File: config.mk
export PLATFORM = sky130hd
export DESIGN_NAME = lc3b_scoreboard
export DESIGN_NICKNAME = d
export VERILOG_FILES = /design/src/rtl/lc3b_scoreboard.sv
export SDC_FILE = /design/constraint.sdc
export NUM_CORES = 1
export LEC_CHECK = 0
export ABC_AREA = 1
export BUFFER_PORTS_ARGS = -buffer_cell sky130_fd_sc_hd__clkbuf_2
export CORE_ASPECT_RATIO = 1.4
export CORE_UTILIZATION = 59
export DETAILED_ROUTE_END_ITERATION = 10
export PLACE_DENSITY = 0.93
export SYNTH_ARGS = -nofsm -noshare
export SYNTH_HDL_FRONTEND = slang
export SYNTH_SLANG_ARGS = --single-unit
File: constraint.sdc
create_clock -name clk -period 3.6 [get_ports clk]
set_clock_uncertainty 0.2 [all_clocks]
set_input_delay 0.72 -clock clk [delete_from_list [all_inputs] [get_ports clk]]
set_output_delay 0.72 -clock clk [all_outputs]
set_load 0.02 [all_outputs]
File: src/rtl/lc3b_scoreboard.sv
// Register/CC pending-write scoreboard for the LC-3b decode stage.
// Each architectural register and the condition codes carry a counter of
// in-flight writes; decode stalls while a needed source (or the CC for a
// conditional branch) still has an outstanding write.
module lc3b_scoreboard #(
  parameter int NUM_REGS  = 8,
  parameter int REG_W     = 3,
  parameter int NUM_SRC   = 2,
  parameter int CNT_W     = 2,
  parameter int WB_BYPASS = 1
) (
  input  logic                     clk,
  input  logic                     reset_n,
  input  logic                     dec_valid,
  input  logic [NUM_SRC*REG_W-1:0] dec_sr,
  input  logic [NUM_SRC-1:0]       dec_sr_needed,
  input  logic                     dec_br_cc,
  input  logic                     dec_ld_reg,
  input  logic [REG_W-1:0]         dec_drid,
  input  logic                     dec_ld_cc,
  input  logic                     issue,
  input  logic                     wb_valid,
  input  logic                     wb_ld_reg,
  input  logic [REG_W-1:0]         wb_drid,
  input  logic                     wb_ld_cc,
  input  logic                     kill_valid,
  input  logic                     kill_ld_reg,
  input  logic [REG_W-1:0]         kill_drid,
  input  logic                     kill_ld_cc,
  output logic                     dep_stall,
  output logic [NUM_REGS-1:0]      busy_vec,
  output logic                     cc_busy,
  output logic                     sb_err
);

  localparam logic [CNT_W-1:0] MAX = '1;

  logic [CNT_W-1:0]    r_cnt [NUM_REGS];
  logic [CNT_W-1:0]    r_cc_cnt;
  logic                r_sb_err;

  logic [1:0]          w_dec_r [NUM_REGS];
  logic [1:0]          w_dec_cc;
  logic [NUM_REGS-1:0] w_busy_eff;
  logic                w_cc_busy_eff;
  logic                w_dep_stall;
  logic                w_fire;
  logic [CNT_W-1:0]    w_cnt_nxt [NUM_REGS];
  logic [CNT_W-1:0]    w_cc_nxt;
  logic                w_uflow;

  // Counter plus issue increment minus retire/kill decrement, in a width that
  // can represent the negative (underflow) case.
  function automatic logic signed [CNT_W+1:0] cnt_step(input logic [CNT_W-1:0] cnt,
                                                       input logic inc,
                                                       input logic [1:0] dec);
    cnt_step = $signed({2'b00, cnt}) + $signed({{(CNT_W+1){1'b0}}, inc})
             - $signed({{CNT_W{1'b0}}, dec});
  endfunction

  // Negative results clamp to zero; the caller flags the underflow.
  function automatic logic [CNT_W-1:0] cnt_clamp(input logic signed [CNT_W+1:0] s);
    cnt_clamp = s[CNT_W+1] ? '0 : s[CNT_W-1:0];
  endfunction

  // Retire/kill decrements and the effective busy view used by the hazard check.
  always_comb begin
    for (int r = 0; r < NUM_REGS; r++) begin
      w_dec_r[r] = {1'b0, wb_valid & wb_ld_reg & (wb_drid == REG_W'(r))}
                 + {1'b0, kill_valid & kill_ld_reg & (kill_drid == REG_W'(r))};
      if (WB_BYPASS != 0)
        w_busy_eff[r] = ({2'b00, r_cnt[r]} > {{CNT_W{1'b0}}, w_dec_r[r]});
      else
        w_busy_eff[r] = (r_cnt[r] != '0);
      busy_vec[r] = (r_cnt[r] != '0);
    end
    w_dec_cc = {1'b0, wb_valid & wb_ld_cc} + {1'b0, kill_valid & kill_ld_cc};
    if (WB_BYPASS != 0)
      w_cc_busy_eff = ({2'b00, r_cc_cnt} > {{CNT_W{1'b0}}, w_dec_cc});
    else
      w_cc_busy_eff = (r_cc_cnt != '0);
  end

  // Decode stall: RAW on sources or CC, plus counter saturation on the destination.
  always_comb begin
    w_dep_stall = 1'b0;
    for (int i = 0; i < NUM_SRC; i++) begin
      for (int r = 0; r < NUM_REGS; r++) begin
        if (dec_sr_needed[i] && (dec_sr[i*REG_W +: REG_W] == REG_W'(r)) && w_busy_eff[r])
          w_dep_stall = 1'b1;
      end
    end
    if (dec_br_cc && w_cc_busy_eff)
      w_dep_stall = 1'b1;
    for (int r = 0; r < NUM_REGS; r++) begin
      if (dec_ld_reg && (dec_drid == REG_W'(r)) && (r_cnt[r] == MAX) && (w_dec_r[r] == 2'd0))
        w_dep_stall = 1'b1;
    end
    if (dec_ld_cc && (r_cc_cnt == MAX) && (w_dec_cc == 2'd0))
      w_dep_stall = 1'b1;
    w_dep_stall = w_dep_stall & dec_valid;
    w_fire      = issue & dec_valid & ~w_dep_stall;
  end

  // Next counter values; a net negative step marks an underflow.
  always_comb begin
    logic signed [CNT_W+1:0] w_sum;
    w_uflow = 1'b0;
    for (int r = 0; r < NUM_REGS; r++) begin
      w_sum        = cnt_step(r_cnt[r], w_fire & dec_ld_reg & (dec_drid == REG_W'(r)), w_dec_r[r]);
      w_cnt_nxt[r] = cnt_clamp(w_sum);
      w_uflow      = w_uflow | w_sum[CNT_W+1];
    end
    w_sum    = cnt_step(r_cc_cnt, w_fire & dec_ld_cc, w_dec_cc);
    w_cc_nxt = cnt_clamp(w_sum);
    w_uflow  = w_uflow | w_sum[CNT_W+1];
  end

  // Counter and sticky error state; reset discards all pending writes.
  always_ff @(posedge clk or negedge reset_n) begin
    if (!reset_n) begin
      for (int r = 0; r < NUM_REGS; r++) r_cnt[r] <= '0;
      r_cc_cnt <= '0;
      r_sb_err <= 1'b0;
    end else begin
      for (int r = 0; r < NUM_REGS; r++) r_cnt[r] <= w_cnt_nxt[r];
      r_cc_cnt <= w_cc_nxt;
      r_sb_err <= r_sb_err | w_uflow;
    end
  end

  assign dep_stall = w_dep_stall;
  assign cc_busy   = (r_cc_cnt != '0);
  assign sb_err    = r_sb_err;

endmodule

==> results.txt, run 1 <==
- Summing the areas of all xor and xnor instances in the mapped netlist gives 0% of the synthesized area.
- Largest family of logic cells by synthesized area: adder cells
- Largest net degree at the start of global routing: 20
- Global placement routability congestion: 0.969
* Synth Register Bits: 19
- In this run the horizontal extent of the chip is 59.8 um.
- Synthesized area per cell: 6.47 um2
- Detailed Place HPWL: 5.89 mm
* Global router's overall resource usage: 74.7%
* Worst endpoint kind after the last repair: register input
* Yosys Warn Count: 0
- The synthesized netlist devotes 5.07% of its cell area to compound gates.
* Placed standard-cell area: 3290 um2
* Sinks on Clock Net: 19
* Total I/O pin count: 41
- Register area share after synthesis: 17.2%
- The clock passes through at most 2 buffers.
- CTS built an H-tree with a depth of 1.
- Synthesized instance count: 427
* Number of buffers added on ports: 40
* Initial cell density of the core: 61.4%
* Basic-gate share of the synthesized area counting and, or, nand and nor cells: 30.9%
* Count of distinct cell types in the synthesized netlist: 22
- The first error in the log reads "[ERROR GRT-0232] Routing congestion too high. Check the congestion heatmap in the GUI".
* Count of placed standard cells including taps: 556
* Run status: aborted with a tool error
* CTS Root Cell: clkbuf_8
* Multiplexer area fraction after synthesis: 0%
- Stage where the run ended: 5_1_grt
- After Yosys synthesis, full adders, half adders and majority gates account for 31.0% of the synthesized area.
* Global route total overflow: 59
* Worst EP post-GRT repair: sb_err$_DFF_PN0_/D
- Number of nets in the synthesized netlist: 520
* Die Y: 82.9 um
- After synthesis the cells add up to 2760 um2.
- Rows: 29
- Clock buffers created by TritonCTS: 3
[metrics by stage]
stage               setup WS [ns]  hold slack, ns  setup TNS (ns)  util [%]
global placement           -0.816           0.321           -8.59      73.1
floorplan                  -0.162           0.224          -0.223         -
detailed placement         -0.950           0.330          -10.74      73.1
CTS                        -0.309           0.237           -1.59      86.8
[cell usage after synthesis]
library cell  count  area [um2]
nand2_2           1        6.26
ha_1             54         676
clkinv_1          1        3.75
nand4_1          10        62.6
nand3_1           9        45.0
a21oi_1          11        55.1
buf_6             1        11.3
a21boi_0          1        7.51
nand3_2           1        10.0
nor4_1            2        12.5
nor2_2            1        6.26
or2_2             8        50.1
dfrtp_1          19         475
nor3_1            1        5.00
nand2_1          97         364
nor2_1           71         267
inv_1           112         420
o21ai_0          14        70.1
a22oi_1           1        7.51
fa_1              9         180
nand3b_1          2        15.0
nor2_4            1        11.3
[layer usage]
layer / global-route usage, % / overflow
met5: 9.52 / 0
met1: 78.3 / 0
met4: 70.2 / 14
met2: 91.8 / 43
met3: 54.7 / 2
[cell families after synthesis]
logic type      after synthesis
flops                        19
compound gates               27
simple gates                204
buf+inv                     114
fa+ha+maj                    63
[what timing repair did]
action	4_1_cts
hold buffers	0
pin swaps	41
endpoints found under the setup margin	20
setup buffers	7
gates resized for setup	124
gates cloned	0
==> run 2: changes to the inputs <==
--- a/config.mk
+++ b/config.mk
@@ -7,10 +7,9 @@
 export LEC_CHECK = 0
 export ABC_AREA = 1
 export BUFFER_PORTS_ARGS = -buffer_cell sky130_fd_sc_hd__clkbuf_2
-export CORE_ASPECT_RATIO = 1.4
-export CORE_UTILIZATION = 59
+export CORE_UTILIZATION = 40
 export DETAILED_ROUTE_END_ITERATION = 10
-export PLACE_DENSITY = 0.93
+export PLACE_DENSITY_LB_ADDON = 0.15
 export SYNTH_ARGS = -nofsm -noshare
 export SYNTH_HDL_FRONTEND = slang
 export SYNTH_SLANG_ARGS = --single-unit
==> run 2 against run 1 <==
Net effect: the flow now finishes, with violations (setup timing); synthesized cell count stayed put; area after synthesis stayed put.
==> results.txt, run 2 <==
* CP Depth: 27
- Clk pwr share: 7.8%
- Most used flip-flop cell after synthesis: dfrtp_1 (unchanged)
* Yosys Warn Count: 0 (unchanged)
- Switching Fraction: 49.0%
* Power density over the cells: 482 nW/um2
* Most common cell after layout, fill and taps aside: nand2_1
- The number of hold violations in the final report is 0.
* Synthesized area per cell: 6.47 um2 (unchanged)
- Portion of total power attributed to sequential cells: 21.3%
- Slowest Stage Delay on Critical Path: 0.54 ns
- The cell at the root of the clock tree is clkbuf_8 (unchanged).
* Drt pass-1 iters: 5
* Total number of nets in the final design: 624
- H-tree Lvls: 1 (unchanged)
* Global route total overflow: 0
* Worst Path Class, Setup: in2reg
* Initial antenna violation count: 0
- Global-route wire length before repair: 13.6 mm
* Post-synthesis instance area: 2760 um2 (unchanged)
* Sinks on Clock Net: 19 (unchanged)
- Synth Register Bits: 19 (unchanged)
- The critical path contains buffers and inverters numbering 7 combined.
- Source-to-sink clock delay at the later pin of the worst-skew pair: 0.26 ns
* Die Y: 85.1 um (was 82.9 um)
* Biggest area contributors in the synthesized netlist: ha_1, dfrtp_1, inv_1 (unchanged)
- Number of flops mapped to enable cells by yosys: 0 (unchanged)
* Crit path required time: 3.55 ns
- Global placement routability congestion: 0.897 (was 0.969)
* Number of cells on the worst reg-to-reg path: 20
* Number of violations reported at the end of detailed-routing iteration 0: 124
- Type of element capturing the critical path: flop
- Ranking of synthesized cells by instance count: inv_1, nand2_1, nor2_1 (unchanged).
- Number of buffers added on ports: 40 (unchanged)
- At the pin with the least slew margin, the transition time is 0.566 ns.
- The maximum count of clock buffers along a single path came to 2 (unchanged).
* Cell at the slowest stage of the critical path: fa_1
- More flip-flops sit in one register than any other, and that register is r_cnt.
- In this run the static leakage power is 2.20 nW.
* Post-route core utilization: 68.1%
- In this run the power spent charging and discharging nets is 0.00104 W.
* Placed standard-cell area: 3400 um2 (was 3290 um2)
* Detailed-route vias per instance: 4.93
- Worst-case register-to-register setup slack: 0.20 ns
* Number of antenna diodes: 0
* Register area share after synthesis: 17.2% (unchanged)
- Final cycle utilization of the critical path: 114%
- Post-synthesis async set-or-reset flop share: 100% (unchanged)
- The core region is 6490 um2.
* Count of distinct cell types in the synthesized netlist: 22 (unchanged)
- Number of nets in the synthesized netlist: 520 (unchanged)
- TritonCTS built the clock tree.
- The top cell types in the final layout, fill and taps aside, are nand2_1, inv_1, buf_4.
* Largest fanout on the critical path: 5
- The cell accounting for the most synthesized area was ha_1 (unchanged).
- Largest net degree at the start of global routing: 20
* Most instantiated library cell after synthesis: inv_1 (unchanged)
* Layout Area Growth over Synthesis: 60.2%
- Combinational fraction of design power: 70.8%
- The placement row count came to 29 (unchanged).
* Largest register FFs: 16
- The number of top-level pins was 41 (unchanged).
- Max-cap violations in this run came to 0.
- The total of hold buffers inserted after clock tree synthesis is 0 (unchanged).
- Run status: finished, violations left (was aborted with a tool error).
- For this block, the via count after detailed routing is 2990.
* Total of endpoints with negative setup slack in the final report: 20
- Number of slew-limit violations in the final report: 0
- Among cell families on the critical path, the largest total delay comes from simple AND/OR/NAND/NOR gates.
- Detailed Place HPWL: 6.10 mm (was 5.89 mm)
- Synthesized instance count: 427 (unchanged)
- The share of the synthesized area in the top cell type was 24.5% (unchanged).
* Die outline area: 7240 um2
- Headroom to the max-slew limit came out at 62.3%.
* Share of final-layout standard cells stronger than drive strength 1: 50.9%
- Across every metal layer, demand over resource in global routing totals 23.5%.
- For this run, design rule violations remaining after detail routing come to 0.
- The via count of the first global-routing pass is 2964.
* Slack of the critical path: -0.488 ns
* Unrepaired setup endpoints after global routing: yes
* Shortest period the worst path allows: 4.09 ns
- Maximum clock rate: 245 MHz
* Violations in the final reports: setup timing
- Data arrival time of the critical path: 4.03 ns
- The die span in x is 85.1 um (was 59.8 um).
- The count of nets left with antenna violations once routing finished came out at 0.
- Initial cell density of the core: 42.5% (was 61.4%)
- Final hold slack: 0.229 ns
* Internal power: 0.00109 W
- Worst min-delay path category: in2async
- Average wire per standard cell: 14.1 um
- The worst setup path is launched from a primary input.
- Fin area: 4420 um2
* Worst-path clk slew: 0.09 ns
- Peak supply drop: 0.000327 V
- Clock buffers created by TritonCTS: 3 (unchanged)
* Post-detailed-routing wire length: 8.58 mm
-- run 2: cell counts after synthesis --
Identical to the previous run, type by type.
-- run 2: power by group through the flow --
| stage | Combinational, W | Sequential [W] | Clock, W |
|---|---|---|---|
| 2_1_floorplan | 0.000709 | 0.000405 | 0 |
| 3_3_place_gp | 0.00106 | 0.000437 | 0 |
| 3_5_place_dp | 0.00107 | 0.000437 | 0 |
| 4_1_cts | 0.00130 | 0.000448 | 0.000175 |
| 5_1_grt | 0.00167 | 0.000474 | 0.000177 |
| 6_report | 0.00151 | 0.000454 | 0.000167 |
-- run 2: routing by layer --
layer	wire, um	vias up	track usage, %	part of all wire, %
met5	0	-	0	0
met4	114	0	4.62	1.3
met3	325	12	2.63	3.8
met2	4590	62	43.3	53
met1	3550	1419	29.7	41
li1	-	1497	-	-
-- run 2: area by class of cell --
cell class              count  area (um2)
multi-input cells         295        2610
repair buffers             99         762
flip-flops and latches     19         475
fillers                   533        2070
well taps                  77        96.3
clock buffers               4        45.0
inverters                 113         439
-- run 2: per-stage QoR --
step | total power (W) | instances | setup WS, ns | TNS, ns
finish | 0.00213 | 607 | -0.488 | -4.83
global route | 0.00232 | 607 | -0.665 | -7.58
CTS | 0.00193 | 596 | -0.356 | -3.37
detailed placement | 0.00151 | 582 | -0.859 | -11.56
global placement | 0.00149 | 582 | -0.846 | -10.77
floorplan | 0.00111 | 427 | -0.162 | -0.223
-- run 2: kinds of logic (layout without fill, tap and decap cells) --
kind of cell | after synthesis | after routing | synth area share [%]
and+or+nand+nor | 204 | 205 | 30.9
buffers and inverters | 114 | 216 | 15.8
adders and majority gates | 63 | 63 | 31.0
AOI/OAI and AO/OA | 27 | 27 | 5.07
DFF | 19 | 19 | 17.2
-- run 2: final timing paths --
check / to / start
worst max-delay path: sb_err / kill_valid
worst min-delay path: r_cc_cnt[1] / reset_n
worst max register to register: sb_err / r_cnt[7]
worst min register to register: sb_err / sb_err
max in group asynchronous: r_cnt[11] / reset_n
min in group clk: sb_err / sb_err
-- run 2: timing repair --
item / 4_1_cts / 5_1_grt
hold endpoints to repair: 0 / 0
gates resized for setup: 129 / 105
gates cloned: 1 / 0
setup endpoints to repair: 20 / 20
pin swaps: 60 / 78
setup buffers: 10 / 11
-- run 2: worst reg2reg max path, stage by stage, from the launching register on --
cell and delay [ns]:
dfrtp_1 0.47, ha_4 0.31, inv_2 0.03, o21ai_2 0.14, nand2_2 0.11, nand2_1 0.08, nand3_1 0.07, nand2_1 0.07
nand2_2 0.06, nor2_4 0.10, buf_6 0.11, nor2_4 0.04, nand4_1 0.09, ha_2 0.18, inv_2 0.04, fa_1 0.54
nand2_1 0.08, inv_2 0.09, a21oi_4 0.07, nor4_4 0.30, nand3_1 0.10
Note: power is estimated with default switching activity, not from simulation.
==> run 3: changes to the inputs <==
--- a/config.mk
+++ b/config.mk
@@ -5,9 +5,9 @@
 export SDC_FILE = /design/constraint.sdc
 export NUM_CORES = 1
 export LEC_CHECK = 0
-export ABC_AREA = 1
+export ABC_AREA = 0
 export BUFFER_PORTS_ARGS = -buffer_cell sky130_fd_sc_hd__clkbuf_2
-export CORE_UTILIZATION = 40
+export CORE_UTILIZATION = 34
 export DETAILED_ROUTE_END_ITERATION = 10
 export PLACE_DENSITY_LB_ADDON = 0.15
 export SYNTH_ARGS = -nofsm -noshare
==> run 3 against run 2 <==
Net effect: the run still ends with setup timing left; fmax fell by 2.7%; final cell count is 11% lower; critical path type unchanged; largest cell class unchanged; highest routed layer unchanged; clock power fell by 2%; first-iteration DRC count is 38% lower; critical endpoint is now r_cnt[9].
==> results.txt, run 3 <==
- Post-route core utilization: 61.1% (was 68.1%)
- The total power per unit cell area is 487 nW/um2 (was 482 nW/um2).
* Type of element capturing the critical path: flop (unchanged)
- The endpoint of the worst-slack reg-to-reg timing path was r_cnt[9] (was sb_err).
- Filler-free cell count of the finished design: 542 (was 607)
* Worst-path clk slew: 0.08 ns (was 0.09 ns)
* Maximum clock rate: 238 MHz (was 245 MHz)
* Ranking of synthesized cells by instance count: inv_1, ha_1, nand2_1 (was inv_1, nand2_1, nor2_1)
- The unique cell type count in the Yosys netlist was 36 (was 22).
- Shortest period the worst path allows: 4.20 ns (was 4.09 ns)
- Worst Path Class, Setup: in2reg (unchanged)
- The area taken by flip-flops and latches was 475 um2 (unchanged).
- Post-detailed-routing wire length: 7.92 mm (was 8.58 mm)
- Most used flip-flop cell after synthesis: dfrtp_1 (unchanged)
- The number of routed nets with antenna violations was 0 (unchanged).
- Hold buffer count at CTS: 0 (unchanged)
- Via count of the first global-routing pass: 2749 (was 2964)
- Global route total overflow: 0 (unchanged)
- The post-detailed-route wirelength per cell came to 14.6 um (was 14.1 um).
* Sinks on Clock Net: 19 (unchanged)
* Initial cell density of the core: 35.5% (was 42.5%)
- Cell family with most CP delay: adder cells (was simple AND/OR/NAND/NOR gates)
* Initial antenna violation count: 0 (unchanged)
- Net switching component of the power: 0.000954 W (was 0.00104 W)
- The overall global routing resource usage was 21.1% (was 23.5%).
- Number of violations reported at the end of detailed-routing iteration 0: 77 (was 124)
- The sequential fraction of the synthesis area was 18.4% (was 17.2%).
- The clock latency reported for the late side of the worst-skew pair was 0.27 ns (was 0.26 ns).
- Largest net degree at the start of global routing: 20 (unchanged)
- Largest register FFs: 16 (unchanged)
- The data arrival time of the critical path is 4.16 ns (was 4.03 ns).
* Global-route wire length before repair: 12.6 mm (was 13.6 mm)
- The stage delay of the slowest cell on the critical path was 0.47 ns (was 0.54 ns).
* Maximum root-to-sink buffer count: 2 (unchanged)
* Drt pass-1 iters: 4 (was 5)
- Synth Register Bits: 19 (unchanged)
- Number of flops mapped to enable cells by yosys: 0 (unchanged)
- The share of async-settable or async-resettable flops after synthesis was 100% (unchanged).
- Die Y: 89.2 um (was 85.1 um)
- The combinational share of power is 73.1% (was 70.8%).
- Cell at the slowest stage of the critical path: fa_2 (was fa_1)
- The number of top-level pins came to 41 (unchanged).
- Max transition margin: 62.2% (was 62.3%)
* Static leakage: 2.24 nW (was 2.20 nW)
- Yosys Warn Count: 0 (unchanged)
- The slew at the pin closest to its max-slew limit is 0.567 ns (was 0.566 ns).
* Proportion of netlist area held by the largest area contributor: 26.1% (was 24.5%)
- The number of vias after detailed routing is 2646 (was 2990).
- Biggest area contributors in the synthesized netlist: ha_1, dfrtp_1, inv_1 (unchanged)
- The post-route fraction of the period consumed by the critical path is 117% (was 114%).
- The net count of the finished layout came to 537 (was 624).
- Global placement routability congestion: 0.832 (was 0.897)
- The die span in x is 89.2 um (was 85.1 um).
- Post-synthesis instance area: 2590 um2 (was 2760 um2)
- Register name with the most flops: r_cnt (unchanged)
* Number of slew-limit violations in the final report: 0 (unchanged)
- The most common cell after layout, fill and taps aside is buf_4 (was nand2_1).
- The synthesized netlist net count came to 412 (was 520).
- Final hold slack: 0.228 ns (was 0.229 ns)
* Worst min-delay path category: in2async (unchanged)
- The total DRC errors in the routed layout was 0 (unchanged).
* Peak supply drop: 0.000242 V (was 0.000327 V)
- Switching Fraction: 44.0% (was 49.0%)
- The kind of start point of the critical path is a primary input (unchanged).
- Synthesized instance count: 319 (was 427)
- Run status: finished, violations left (unchanged)
* Rows: 31 (was 29)
- Critical Path, Cell by Cell: clkbuf_8 -> and3_4 -> nand3_4 -> ha_1 -> ha_1 -> nand2_1 -> o21ai_4 -> o22ai_2 -> a2111oi_2 -> o211a_1 -> buf_12 -> buf_8 -> nand3_4 -> ha_4 -> inv_2 -> fa_2 -> buf_6 -> xor2_1 -> and2_1
- The area overhead of the layout relative to synthesis is 72.1% (was 60.2%).
- Violations in the final reports: setup timing (unchanged)
- The cell with the most instances after synthesis is inv_1 (unchanged).
- Total of endpoints with negative setup slack in the final report: 20 (unchanged)
* Maximum Capacitance Violations: 0 (unchanged)
- The endpoint required time on the critical path was 3.56 ns (was 3.55 ns).
- The proportion of power drawn by flip-flops and latches was 19.4% (was 21.3%).
- The number of clock buffers inserted by TritonCTS came to 3 (unchanged).
- Share of final-layout standard cells stronger than drive strength 1: 57.1% (was 50.9%)
- The level count of the clock H-tree came to 1 (unchanged).
* Worst-case register-to-register setup slack: 0.10 ns (was 0.20 ns)
- The clock share of power was 7.5% (was 7.8%).
- Area inside the core boundary: 7290 um2 (was 6490 um2)
* Largest fanout on the critical path: 8 (was 5)
* Most used cells in the layout excluding fill and tap cells: buf_4, inv_1, clkbuf_2 (was nand2_1, inv_1, buf_4)
- The buffers plus inverters on the worst setup path is 5 (was 7).
* Cell type with the largest total area after synthesis: ha_1 (unchanged)
- The quantity of I/O buffers inserted on ports was 40 (unchanged).
* Final count of hold timing violations: 0 (unchanged)
- Detailed Place HPWL: 6.11 mm (was 6.10 mm)
* Total Negative Setup Slacks: -9.10 ns (was -4.83 ns)
- Startpoint of the most critical register-to-register path: r_cnt[1] (was r_cnt[7])
- Synthesized area per cell: 8.11 um2 (was 6.47 um2)
* Area of combinational cells with multiple inputs: 2590 um2 (was 2610 um2)
- Number of antenna diodes: 0 (unchanged)
- CTS Root Cell: clkbuf_8 (unchanged)
- Count of fill cells added during filler insertion: 638 (was 533)
- Unrepaired setup endpoints after global routing: yes (unchanged)
- Overall power of the completed layout: 0.00217 W (was 0.00213 W)
- Number of cells on the worst reg-to-reg path: 15 (was 20)
- Detailed-route vias per instance: 4.88 (was 4.93)
- CP Depth: 19 (was 27)
- The setup slack after layout is -0.600 ns (was -0.488 ns).
- Count of placed standard cells including taps: 525 (was 582)
- The overall die area came to 7960 um2 (was 7240 um2).
- Internal power: 0.00121 W (was 0.00109 W)
* Clock tree from TritonCTS: built (unchanged)
## run 3: changes by cell type after synthesis, moves of 7 or more
cell / delta
a21oi_1: -10
a31oi_1: +10
and2_1: +9
inv_1: -46
nand2_1: -66
nand3_1: +13
nor2_1: -61
nor2b_1: +22
o21ai_0: -7
xor2_1: +9
## run 3: kinds of logic (layout without fill, tap and decap cells)
group | count (synthesis) | count (layout) | synth area share [%]
adder cells (fa/ha/maj) | 63 | 63 | 33.1
multiplexers | 1 | 1 | 0.387
buffers and inverters | 67 | 191 | 10.0
AO/OA/AOI/OAI | 36 | 36 | 9.29
flip-flops | 19 | 19 | 18.4
AND/OR/NAND/NOR | 124 | 124 | 25.8
XOR/XNOR | 9 | 9 | 3.05
## run 3: how the worst max path moves through the flow
stage,from,end,slack [ns]
5_1_grt,wb_valid,r_cnt[9],-0.72
2_1_floorplan,kill_valid,r_cnt[13],-0.26
3_5_place_dp,kill_valid,sb_err,-1.39
6_report,wb_drid[2],r_cnt[9],-0.60
4_1_cts,wb_valid,r_cnt[9],-0.55
3_3_place_gp,kill_valid,sb_err,-1.25
## run 3: worst register-to-register path, delay by kind of cell, from the launching register on
| kind | cells | cell delay, ns |
|---|---|---|
| AOI/OAI and AO/OA | 4 | 0.93 |
| adders and majority gates | 3 | 0.89 |
| buffers and inverters | 4 | 0.44 |
| DFF | 1 | 0.42 |
| and+or+nand+nor | 3 | 0.35 |
| xor gates and xnor gates | 1 | 0.15 |
## run 3: metrics by stage
stage,instance area (um2),setup WS (ns)
after floorplan,2800,-0.261
after global placement,3630,-1.25
after detailed placement,3630,-1.39
after CTS,4250,-0.545
after global routing,4450,-0.719
final,4450,-0.600
## run 3: power by group through the flow
stage	sequential [W]	clock, W	combinational, W
floorplan	0.000412	0	0.000726
global placement	0.000413	0	0.00121
detailed placement	0.000415	0	0.00123
CTS	0.000416	0.000170	0.00148
global route	0.000432	0.000180	0.00175
finish	0.000420	0.000163	0.00159
## run 3: area by class of cell
cell class / instances / share of cell area, %
Inverter: 66 / 5.79
Clock buffer: 3 / 0.927
Tap cell: 99 / 2.78
Timing Repair Buffer: 121 / 21.6
Clock inverter: 1 / 0.112
Sequential cell: 19 / 10.7
Multi-Input combinational cell: 233 / 58.2
## run 3: routing by layer
| metal | track usage, % | wire length, um |
|---|---|---|
| met4 | 5.77 | 167 |
| met5 | 0 | 0 |
| met2 | 39.8 | 4210 |
| met3 | 2.86 | 183 |
| met1 | 24.7 | 3350 |
## run 3: what timing repair did
| item | in CTS | in global routing |
|---|---|---|
| resized for setup | 95 | 41 |
| pin swaps | 48 | 38 |
| endpoints found under the setup margin | 20 | 20 |
| buffers inserted | 10 | 3 |
==> run 4: changes to the inputs <==
--- a/config.mk
+++ b/config.mk
@@ -6,9 +6,9 @@
 export NUM_CORES = 1
 export LEC_CHECK = 0
 export ABC_AREA = 0
-export BUFFER_PORTS_ARGS = -buffer_cell sky130_fd_sc_hd__clkbuf_2
 export CORE_UTILIZATION = 34
 export DETAILED_ROUTE_END_ITERATION = 10
+export DONT_BUFFER_PORTS = 1
 export PLACE_DENSITY_LB_ADDON = 0.15
 export SYNTH_ARGS = -nofsm -noshare
 export SYNTH_HDL_FRONTEND = slang
==> constraint.sdc (replaced) <==
create_clock -name clk -period 3.6 [get_ports clk]
set_clock_uncertainty 0.2 [all_clocks]
set_input_delay 0.72 -clock clk [delete_from_list [all_inputs] [get_ports clk]]
set_output_delay 0.72 -clock clk [all_outputs]
set_load 0.01 [all_outputs]
==> run 4 against run 3 <==
Net effect: first-iteration DRC count is 31% lower; the run still ends with setup timing left; worst hold slack better by 0.15 ns; final area shrank 13%; sequential power increased by 6.0%; clock power is 2% lower; total power shrank 17%; highest routed layer unchanged; die area did not move.
==> results.txt, run 4 (same netlist as run 3, synthesis figures left out) <==
- The number of maximum-capacitance constraint violations was 0 (unchanged).
* Max transition margin: 33.8% (was 62.2%)
- Slack of the critical path: -0.355 ns (was -0.600 ns)
- Unrepaired setup endpoints after global routing: yes (unchanged).
* Total I/O pin count: 41 (unchanged)
- Initial cell density of the core: 35.5% (unchanged)
- Initial antenna violation count: 0 (unchanged)
- Count of fill cells added during filler insertion: 704 (was 638)
* Critical Path, Cell by Cell: and3_4 -> buf_4 -> nand2_4 -> inv_2 -> ha_4 -> inv_2 -> ha_4 -> nor2b_4 -> o21ai_2 -> nor3b_2 -> o41ai_2 -> o211a_1 -> buf_6 -> nand3_4 -> ha_4 -> inv_2 -> fa_2 -> a31oi_4 -> nor4_4 -> nand3_1 (was clkbuf_8 -> and3_4 -> nand3_4 -> ha_1 -> ha_1 -> nand2_1 -> o21ai_4 -> o22ai_2 -> a2111oi_2 -> o211a_1 -> buf_12 -> buf_8 -> nand3_4 -> ha_4 -> inv_2 -> fa_2 -> buf_6 -> xor2_1 -> and2_1)
* Final cycle utilization of the critical path: 110% (was 117%)
- Final count of hold timing violations: 0 (unchanged)
- The number of vias after detailed routing was 2279 (was 2646).
- The fraction of layout cells with a size suffix above 1 came to 48.6% (was 57.1%).
- The quantity of I/O buffers inserted on ports is 0 (was 40).
* Total of endpoints with negative setup slack in the final report: 20 (unchanged)
- Maximum root-to-sink buffer count: 2 (unchanged)
- The kind of start point of the critical path is a primary input (unchanged).
- The routability congestion estimate is 0.791 (was 0.832).
- Sinks on Clock Net: 19 (unchanged)
- Overall power of the completed layout: 0.00180 W (was 0.00217 W)
* Post-detailed-routing wire length: 6.92 mm (was 7.92 mm)
- The clock-pin slew on the worst setup and hold paths was 0.08 ns (about the same).
- Global route total overflow: 0 (unchanged)
* Crit path required time: 3.55 ns (was 3.56 ns)
- Die W: 89.2 um (unchanged)
- Sequential cell area in the final layout: 475 um2 (unchanged)
- The number of clock buffers inserted by TritonCTS is 3 (unchanged).
* Post-route core utilization: 53.3% (was 61.1%)
- The number of routed nets with antenna violations was 0 (unchanged).
* Count of unresolved DRC violations after routing: 0 (unchanged)
- Shortest period the worst path allows: 3.95 ns (was 4.20 ns)
- In this run the most critical hold path is launched from sb_err.
* Slowest Stage Delay on Critical Path: 0.56 ns (was 0.47 ns)
- The multi-input gate area in the final layout came to 2630 um2 (was 2590 um2).
- The data arrival time of the critical path is 3.91 ns (was 4.16 ns).
- Maximum clock rate: 253 MHz (was 238 MHz)
- The endpoint class of the critical path is a flop (unchanged).
- Most common cell after layout, fill and taps aside: inv_1 (was buf_4)
- The first-pass iteration count of the detailed router is 4 (unchanged).
- The largest net degree at the start of global routing is 20 (unchanged).
- Worst min-delay path category: reg2reg (was in2async)
- Startpoint of the most critical register-to-register path: r_cnt[3] (was r_cnt[1])
- Source-to-sink clock delay at the later pin of the worst-skew pair: 0.27 ns (about the same)
- Most used cells in the layout excluding fill and tap cells: inv_1, buf_4, ha_1 (was buf_4, inv_1, clkbuf_2).
- The worst hold slack came to 0.378 ns (was 0.228 ns).
* Area inside the core boundary: 7290 um2 (unchanged)
- Die outline area: 7960 um2 (unchanged)
- The leakage component of the power came to 1.80 nW (was 2.24 nW).
- The antenna diode count was 0 (unchanged).
- Startpoint of the most critical setup path: wb_drid[2] (unchanged)
- The via density per instance was 4.90 (was 4.88).
- The register with the most flip-flops is r_cnt (unchanged).
- The cell at the root of the clock tree is clkbuf_8 (unchanged).
- Worst Tran Pin Value: 0.990 ns (was 0.567 ns)
- The first-pass GRT wire length is 11.3 mm (was 12.6 mm).
- Power density over the cells: 463 nW/um2 (was 487 nW/um2)
- Cell at the slowest stage of the critical path: fa_2 (unchanged)
* Die Y: 89.2 um (unchanged)
- H-tree Lvls: 1 (unchanged)
- Rows: 31 (unchanged)
- The clock tree from TritonCTS is built (unchanged).
* Average wire per standard cell: 14.9 um (was 14.6 um)
- Worst Path Class, Setup: in2reg (unchanged)
* Number of slew-limit violations in the final report: 0 (unchanged)
- Via count of the first global-routing pass: 2353 (was 2749)
- Peak supply drop: 0.000220 V (was 0.000242 V)
* Violations in the final reports: setup timing (unchanged)
- Detailed Place HPWL: 5.65 mm (was 6.11 mm)
* Largest fanout on the critical path: 4 (was 8)
* Global router's overall resource usage: 19.2% (was 21.1%)
* Layout Area Growth over Synthesis: 50.4% (was 72.1%)
* Run status: finished, violations left (unchanged)
- Total number of nets in the final design: 460 (was 537)
- The flip-flop count of the largest register, all copies and words added came to 16 (unchanged).
- The number of design-rule violations left by the first detailed-router iteration came to 53 (was 77).
-- run 4: metal layers --
metal | global-route usage, % | part of all wire [%] | routed length, um
met1 | 23.4 | 44 | 3060
met2 | 34.9 | 51 | 3520
met3 | 4.06 | 3.8 | 260
met4 | 3.17 | 1.0 | 70
met5 | 0 | 0 | 0
-- run 4: path summary, 6_finish.rpt --
| check | end | slack, ns | depth (start not counted) |
|---|---|---|---|
| max | sb_err | -0.35 | 20 |
| max reg2reg | sb_err | 0.23 | 14 |
| min in group asynchronous | r_cnt[3] | 0.86 | 1 |
| max in group asynchronous | r_cnt[10] | 1.74 | 1 |
| min | sb_err | 0.38 | 2 |
| min reg2reg | sb_err | 0.38 | 2 |
-- run 4: through the flow --
stage	TNS, ns	setup slack (ns)	cell area (um2)	cells
detailed placement	-14.23	-1.03	3210	457
global placement	-13.73	-0.981	3210	457
finish	-4.87	-0.355	3890	465
floorplan	-4.42	-0.261	2800	319
global route	-7.62	-0.467	3890	465
CTS	-4.31	-0.288	3750	462
-- run 4: area by class of cell --
| cell class | instances | share of cell area (%) |
|---|---|---|
| Clock buffer | 3 | 1.06 |
| Clock inverter | 1 | 0.129 |
| Inverter | 66 | 6.56 |
| Multi-Input combinational cell | 233 | 67.7 |
| Sequential cell | 19 | 12.2 |
| Tap cell | 99 | 3.18 |
| Timing Repair Buffer | 44 | 9.13 |
-- run 4: worst max-delay path: cells and delay by family --
kind                     cells  cell delay [ns]
AND/OR/NAND/NOR              7             1.19
buffers and inverters        5             0.42
AO/OA/AOI/OAI                4             0.50
adder cells (fa/ha/maj)      4             1.06
-- run 4: report_power, final --
part	internal [W]	switching, W
Clock	0.0000773	0.0000821
Sequential	0.000311	0.000134
Combinational	0.000606	0.000589
Total	0.000994	0.000805
-- run 4: repair_timing --
action,CTS,global route
hold buffers,1,0
setup endpoints to repair,20,20
pin swaps,38,15
buffers inserted,1,3
gates resized for setup,92,26
hold endpoints to repair,19,0
